$ cat config.mk
export PLATFORM = sky130hd
export DESIGN_NAME = z88_rtc_timer
export DESIGN_NICKNAME = d
export VERILOG_FILES = /design/src/rtl/z88_blink_pkg.sv /design/src/rtl/z88_mod_counter.sv /design/src/rtl/z88_rtc_timer.sv
export SDC_FILE = /design/constraint.sdc
export NUM_CORES = 1
export LEC_CHECK = 0
export BUFFER_PORTS_ARGS = -buffer_cell sky130_fd_sc_hd__clkbuf_2
export CAP_MARGIN = 15
export CORE_MARGIN = 5
export CORE_UTILIZATION = 35
export CTS_CLUSTER_DIAMETER = 50
export DETAILED_ROUTE_END_ITERATION = 16
export PLACE_DENSITY = 0.54
export SYNTH_ARGS = -nofsm -noshare
export SYNTH_HDL_FRONTEND = slang
export SYNTH_SLANG_ARGS = --single-unit
$ cat constraint.sdc
create_clock -name mck -period 4.2 [get_ports mck]
set_input_delay 0.63 -clock mck [delete_from_list [all_inputs] [get_ports mck]]
set_output_delay 0.63 -clock mck [all_outputs]
set_load 0.005 [all_outputs]
$ cat src/rtl/z88_blink_pkg.sv
// Shared definitions for the Blink RTC/timer block.
//   - I/O port addresses decoded by the timer
//   - TSTA / TMK bit positions
//   - default prescaler division (5 ms tick at 9.83 MHz)
package z88_blink_pkg;

    // I/O ports (ca[7:0]). TSTA (read) and TMK (write) share B5.
    localparam logic [7:0] PORT_TACK = 8'hB4;
    localparam logic [7:0] PORT_TMK  = 8'hB5;
    localparam logic [7:0] PORT_TSTA = 8'hB5;
    localparam logic [7:0] PORT_TIM0 = 8'hD0;
    localparam logic [7:0] PORT_TIM1 = 8'hD1;
    localparam logic [7:0] PORT_TIM2 = 8'hD2;
    localparam logic [7:0] PORT_TIM3 = 8'hD3;
    localparam logic [7:0] PORT_TIM4 = 8'hD4;

    // TSTA / TMK bit indices
    localparam int TSTA_TICK = 0;
    localparam int TSTA_SEC  = 1;
    localparam int TSTA_MIN  = 2;

    localparam int CLK_DIV_DEFAULT = 49152;

endpackage

$ cat src/rtl/z88_mod_counter.sv
// Modulo-MOD up counter with synchronous clear.
//   mck  : clock
//   rin  : asynchronous active-high reset
//   inc  : count enable
//   clr  : synchronous clear (dominates inc)
//   q    : current count, 0..MOD-1
//   wrap : combinational, high when this inc takes q from MOD-1 back to 0
module z88_mod_counter #(
    parameter int MOD = 2,
    parameter int W   = 1
) (
    input  logic         mck,
    input  logic         rin,
    input  logic         inc,
    input  logic         clr,
    output logic [W-1:0] q,
    output logic         wrap
);

    localparam logic [W-1:0] LAST = W'(MOD - 1);

    assign wrap = inc && (q == LAST);

    always_ff @(posedge mck or posedge rin) begin
        if (rin)
            q <= '0;
        else if (clr)
            q <= '0;
        else if (inc)
            q <= wrap ? '0 : q + 1'b1;
    end

endmodule

$ cat src/rtl/z88_rtc_timer.sv
// Blink real-time clock / timer.
// Prescaler -> tick counter (TIM0) -> second counter (TIM1) -> minute
// counter (TIM2..TIM4), with TSTA status, TMK interrupt mask and a
// coherent multi-byte read of the minute count via a TIM0-triggered snapshot.
//   mck     : master clock
//   rin     : asynchronous active-high reset
//   restim  : holds prescaler and counters at 0 while high
//   reg_wr  : single-cycle write strobe (addr/wdata valid)
//   reg_rd  : single-cycle read strobe (addr valid)
//   addr    : I/O port
//   wdata   : write data
//   rdata   : registered read data, held until the next decoded read
//   rd_hit  : 1-cycle pulse after a read of one of our ports
//   tsta    : status {min, sec, tick}
//   rtc_int : interrupt request, |(tsta & tmk)
module z88_rtc_timer
    import z88_blink_pkg::*;
#(
    parameter int CLK_DIV       = CLK_DIV_DEFAULT,
    parameter int TICKS_PER_SEC = 200,
    parameter int SECS_PER_MIN  = 60,
    parameter int MIN_W         = 21
) (
    input  logic       mck,
    input  logic       rin,
    input  logic       restim,
    input  logic       reg_wr,
    input  logic       reg_rd,
    input  logic [7:0] addr,
    input  logic [7:0] wdata,
    output logic [7:0] rdata,
    output logic       rd_hit,
    output logic [2:0] tsta,
    output logic       rtc_int
);

    localparam int PW  = (CLK_DIV > 1)       ? $clog2(CLK_DIV)       : 1;
    localparam int T0W = (TICKS_PER_SEC > 1) ? $clog2(TICKS_PER_SEC) : 1;
    localparam int T1W = (SECS_PER_MIN > 1)  ? $clog2(SECS_PER_MIN)  : 1;

    logic [PW-1:0]    presc_q_unused;
    logic             tick;
    logic [T0W-1:0]   tim0;
    logic             tim0_wrap;
    logic [T1W-1:0]   tim1;
    logic             tim1_wrap;
    logic [MIN_W-1:0] timm;
    logic [T1W-1:0]   sh_tim1;
    logic [MIN_W-1:0] sh_timm;
    logic [2:0]       tmk;
    logic [2:0]       tsta_set;
    logic [2:0]       tsta_clr;
    logic             rd_dec;
    logic [7:0]       rd_val;
    logic             unused_wdata;

    assign unused_wdata = ^wdata[7:3];

    // restim both freezes (inc=0) and zeroes (clr=1) the chain, so no wrap
    // and hence no status event can fire while it is held.
    z88_mod_counter #(.MOD(CLK_DIV), .W(PW)) u_presc (
        .mck (mck), .rin (rin), .inc (!restim), .clr (restim),
        .q   (presc_q_unused), .wrap (tick)
    );

    z88_mod_counter #(.MOD(TICKS_PER_SEC), .W(T0W)) u_tim0 (
        .mck (mck), .rin (rin), .inc (tick), .clr (restim),
        .q   (tim0), .wrap (tim0_wrap)
    );

    z88_mod_counter #(.MOD(SECS_PER_MIN), .W(T1W)) u_tim1 (
        .mck (mck), .rin (rin), .inc (tim0_wrap), .clr (restim),
        .q   (tim1), .wrap (tim1_wrap)
    );

    // Minute counter wraps silently at 2^MIN_W.
    always_ff @(posedge mck or posedge rin) begin
        if (rin)
            timm <= '0;
        else if (restim)
            timm <= '0;
        else if (tim1_wrap)
            timm <= timm + 1'b1;
    end

    always_comb begin
        tsta_set            = '0;
        tsta_set[TSTA_TICK] = tick;
        tsta_set[TSTA_SEC]  = tim0_wrap;
        tsta_set[TSTA_MIN]  = tim1_wrap;
        tsta_clr            = (reg_wr && addr == PORT_TACK) ? wdata[2:0] : 3'b000;
    end

    // Set is ORed in after the clear so a same-cycle acknowledge never
    // swallows a fresh event.
    always_ff @(posedge mck or posedge rin) begin
        if (rin) begin
            tsta <= '0;
            tmk  <= '0;
        end else begin
            tsta <= (tsta & ~tsta_clr) | tsta_set;
            if (reg_wr && addr == PORT_TMK)
                tmk <= wdata[2:0];
        end
    end

    assign rtc_int = |(tsta & tmk);

    always_comb begin
        rd_dec = 1'b1;
        rd_val = '0;
        case (addr)
            PORT_TSTA: rd_val = 8'(tsta);
            PORT_TIM0: rd_val = 8'(tim0);
            PORT_TIM1: rd_val = 8'(sh_tim1);
            PORT_TIM2: rd_val = sh_timm[7:0];
            PORT_TIM3: rd_val = 8'(sh_timm >> 8);
            PORT_TIM4: rd_val = 8'(sh_timm >> 16);
            default:   rd_dec = 1'b0;
        endcase
    end

    // Reading TIM0 freezes TIM1..TIM4 so the following byte reads all come
    // from the same instant, even if the counters carry in between.
    always_ff @(posedge mck or posedge rin) begin
        if (rin) begin
            rdata   <= '0;
            rd_hit  <= 1'b0;
            sh_tim1 <= '0;
            sh_timm <= '0;
        end else begin
            rd_hit <= reg_rd && rd_dec;
            if (reg_rd && rd_dec)
                rdata <= rd_val;
            if (reg_rd && addr == PORT_TIM0) begin
                sh_tim1 <= tim1;
                sh_timm <= timm;
            end
        end
    end

endmodule

Yosys cells after proc, flatten, opt, wreduce, memory -nomap -nowiden

Index checks and enable logic that the tools add are counted.

Add/sub/neg operators: 4
Reduce and logical (&&, ||, !) cells: 13
Bitwise operators: 4
Mux-type cells: 13
Equality and inequality tests: 10

Operators by type and width:

| operator                                       | number |
|---|---|
| equality test 8 bit (second input constant)    | 8 |
| case mux 8 bit (6 select lines)                | 1 |
| 2-to-1 mux 21 bit                              | 2 |
| 2-to-1 mux 16 bit                              | 2 |
| 2-to-1 mux 8 bit                               | 3 |
| adder 21 x 1 -> 21 bit (second input constant) | 1 |
| 2-to-1 mux 6 bit                               | 3 |
| adder 16 x 1 -> 16 bit (second input constant) | 1 |
| equality test 16 bit (second input constant)   | 1 |
| adder 8 x 1 -> 8 bit (second input constant)   | 1 |
| logical AND 1 bit                              | 7 |
| adder 6 x 1 -> 6 bit (second input constant)   | 1 |
| AND 3 bit                                      | 2 |
| equality test 6 bit (second input constant)    | 1 |
| nonzero test 2 bit                             | 3 |
| OR reduction 6 bit                             | 1 |
| 2-to-1 mux 3 bit                               | 1 |
| inverter 3 bit                                 | 1 |
| OR 3 bit                                       | 1 |
| OR reduction 3 bit                             | 1 |
| logical NOT 1 bit                              | 1 |
| 2-to-1 mux 1 bit                               | 1 |

Bits in registers: 93
Word-level logic and storage cells: 54
Bits of input ports: 21

Logic depth before layout (Yosys ltp)

Depth after elaboration: 7
Depth in mapped cells: 8
Depth with buffers taken out: 6

Modules after synthesis

Synthesis repeated with hierarchy kept, for this count alone.

Cells, all modules: 440
Area total of the unflattened synthesis: 4,794.6 um^2

Modules (own cells, without submodules):

| module                     | cells an instance | sequential area each (um^2) | instances | area each (um^2) |
|---|---|---|---|---|
| z88_rtc_timer              | 262               | 1,576.5                     | 1         | 3,110.5 |
| z88_mod_counter at u_presc | 93                | 400.4                       | 1         | 864.6 |
| z88_mod_counter at u_tim0  | 49                | 200.2                       | 1         | 479.2 |
| z88_mod_counter at u_tim1  | 36                | 150.1                       | 1         | 340.3 |

Least setup slack after synthesis

Ideal clock, no wire load.

Path kind: flip-flop to flip-flop
Start: register u_presc.q[0]
End: register timm[13]
Path buffers: 1
Clock period less this slack: 2.209 ns
Arrival: 2.081 ns
Setup time: 0.128 ns
Slack: 1.991 ns
Stages on the path, launching flop included: 8
Required time: 4.072 ns
Cells stage by stage: dfrtp_1 -> ha_1 -> nand3_1 -> buf_6 -> nor4_4 -> nand3_2 -> nor4_2 -> mux2_1

Word-level cells in the longest chain between the ends: 5

Ends and longest elaborated chain:

| item                                | line                  | RTL |
|---|---|---|
| start: declaration                  | z88_mod_counter.sv:16 | `output logic [W-1:0] q,` |
| start signal: assignment            | z88_mod_counter.sv:30 | `q <= wrap ? '0 : q + 1'b1;` |
| equality test 16 bit                | z88_mod_counter.sv:22 | `assign wrap = inc && (q == LAST);` |
| logical AND 1 bit (3 in a row)      | z88_mod_counter.sv:22 |  |
| nonzero test 2 bit (no source line) | -                     |  |
| end signal: assignment              | z88_rtc_timer.sv:83   | `timm <= timm + 1'b1;` |
| end: declaration                    | z88_rtc_timer.sv:47   | `logic [MIN_W-1:0] timm;` |

No other way between the ends.
A chain may end at the register's enable or synchronous reset.

Final worst setup path

Start: register u_presc.q[0]
End: register timm[16]

Same word-level chain as after synthesis.

==> flow_metrics.tcl <==
set metrics [dict create \
    final_nets 488 \
    drv_cap 0 \
    dp_hpwl_mm 7.22 \
    htreeDepth 3 \
    hp-class "in2async" \
    status "finished clean" \
    rsz0062_at_grt "no" \
    cts_buffers 9 \
    antenna_found_initial 0 \
    fin_skew_ps 4.84 \
    wl_per_cell_um 16.1 \
    die_h_um 125 \
    synth_top_area_share_pct 50.1 \
    path_clk_slew_ps 60 \
    post-route-period-util_pct 70.2 \
    crit_chain "ha_1 > nand3_1 > nor4_4 > nand3_2 > or4_1 > a21oi_1" \
    endpoint_kind "register" \
    syn_nets 464 \
    max_freq_mhz 339 \
    antennaDiodeCount 0 \
    max-vdd-ir-drop_mv 0.167 \
    fin_area_um2 5240 \
    async_reset_ff_share_pct 100 \
    cts_setup_buffers 0 \
    slowest_stage "or4_1" \
    layout_common_cells "93 x dfrtp_1, 36 x nor2_1, 36 x nand2_1" \
    yosys_warnings 0 \
    drtAntennaViolNets 0 \
    synth.distinct_cells 52 \
    via_per_inst 5.35 \
    top_level_ports 34 \
    layout_min_cycle_time_ps 2950 \
    ys_seq_elements 93 \
    die-area_um2 15700 \
    drt_first_pass_iters 4 \
    drt_iter0_markers 235 \
    numPlacedInstances 628 \
    grt_overflow 0 \
    wirelength_mm 10.4 \
    critPathMaxStageDelay_ps 680 \
    cts_max_path_buffers 2 \
    grt_pass1_vias 3484 \
    area_growth_syn_to_layout_pct 12.6 \
    hold_ws_ps 301 \
    cts_root_buf "clkbuf_16" \
    grt_usage_pct 14.2 \
    crit_fanout 35 \
    setup_tns_ps 0 \
    tritoncts "built" \
    synth_area_um2 4650 \
    synth.area.top_cells "dfrtp_1 50%, mux2_2 6.5%, o21ai_0 3.7%, nand2_1 2.9%, nor2_1 2.9%" \
    p_leak_nw 2.30 \
    cts_resized 0 \
    portBuffers 28 \
    synth-edff-count 0 \
    synth_largest_area_cell "dfrtp_1" \
    max-slew-margin-rel_pct 52.6 \
    syn_area_per_cell_um2 10.6 \
    drv_slew 0 \
    rows 42 \
    core-area_um2 13100 \
    cp.arrival_ps 3210 \
    reg2reg_slack_ps 1250 \
    syn_inst 439 \
    synth_flop_cell "dfrtp_1" \
    holdBufCountCts 0 \
    cts_sinks 93 \
    p_per_area_nw_per_um2 331 \
    drive_above_1_share_pct 20.3 \
    placedInstanceArea_um2 4960 \
    grt_first_pass_wirelength_mm 18.2 \
    crit_type "reg2reg" \
    routabilityCongestion 0.784 \
    vias 3437 \
    dieWidth_um 125 \
    hold_viol_final 0 \
    ys_seq_area_share_pct 50.1 \
    final_common_cell "dfrtp_1" \
    initial_core_util_pct 35.4 \
    critPathRequiredTime_ps 4460 \
    setup_violations 0 \
    post-route-drc-count 0 \
    grt_max_degree 40 \
    tightest_slew_ps 710 \
    clk_latency_ps 340 \
    final_cells 643 \
    start_kind "register" \
]
-- stage by stage --
step                util [%]  setup slack (ps)  total power [mW]
floorplan                  -              1150             0.961
global placement        37.7              1310             0.987
detailed placement      37.7              1220             0.989
CTS                     39.9              1200              1.76
global route            39.9               964              1.81
finish                  39.9              1250              1.73
-- worst max-delay path, delay by kind of cell, from the launching register on --
family | cells | cell delay (ps)
AOI/OAI and AO/OA | 1 | 160
adders and majority gates | 1 | 200
DFF | 1 | 390
and+or+nand+nor | 4 | 2100
-- cells by family after synthesis --
family / after synthesis / synth area share, %
fa+ha+maj: 4 / 1.08
mux: 41 / 11.2
compound gates: 73 / 9.45
simple gates: 181 / 22.3
xor+xnor: 17 / 3.20
buf+inv: 30 / 2.77
flops: 93 / 50.1
-- registers in the layout, indices dropped and copies added (netlist names) --
register	cells
u_tim0.q	8
rd_hit	1
tsta	3
sh_timm	21
rdata	8
u_tim1.q	6
sh_tim1	6
tmk	3
timm	21
u_presc.q	16
-- final timing paths --
check | from | endpoint | cells past startpoint
worst max-delay path | u_presc.q[0] | timm[16] | 6
worst min-delay path | rin | u_tim1.q[4] | 2
worst max register to register | u_presc.q[0] | timm[16] | 6
worst min register to register | rdata[5] | rdata[5] | 2
max in group asynchronous | rin | sh_tim1[0] | 3
min in group mck | rdata[5] | rdata[5] | 2
-- metal layers --
| layer | GRT usage (%) | vias to the layer above | wire length [um] |
|---|---|---|---|
| li1 | - | 1663 | - |
| met1 | 19.5 | 1708 | 4940 |
| met2 | 22.1 | 52 | 4810 |
| met3 | 3.20 | 14 | 431 |
| met4 | 5.10 | 0 | 182 |
| met5 | 0 | - | 0 |
-- synthesized netlist by cell type, types with 3 or more instances --
| library cell | number |
|---|---|
| dfrtp_1 | 93 |
| nand2_1 | 36 |
| nor2_1 | 36 |
| o21ai_0 | 34 |
| mux2_2 | 27 |
| a21oi_1 | 23 |
| nand3_1 | 22 |
| nand4_1 | 21 |
| or3_1 | 18 |
| clkbuf_1 | 11 |
| xor2_1 | 11 |
| inv_1 | 10 |
| nor3_1 | 8 |
| mux2i_1 | 7 |
| mux4_2 | 6 |
| xnor2_1 | 6 |
| and2_1 | 4 |
| and4_1 | 4 |
| buf_2 | 4 |
| ha_1 | 4 |
| o31ai_1 | 4 |
| and3_1 | 3 |
| buf_1 | 3 |
| nand2b_1 | 3 |
| nand3_2 | 3 |
| nor4_1 | 3 |
| or4_1 | 3 |
-- where the power goes --
group | switching (mW) | internal [mW]
Clock | 0.316 | 0.446
Combinational | 0.0454 | 0.0188
Sequential | 0.00458 | 0.901
Total | 0.366 | 1.37
-- area by class of cell --
type	count	area, um^2
Tap cell	176	220
Clock inverter	1	5.00
Fill cell	1315	7900
Clock buffer	14	274
Multi-Input combinational cell	316	2190
Inverter	10	38.8
Sequential cell	93	2330
Timing Repair Buffer	33	178
Power figures use the tool's default switching activity.
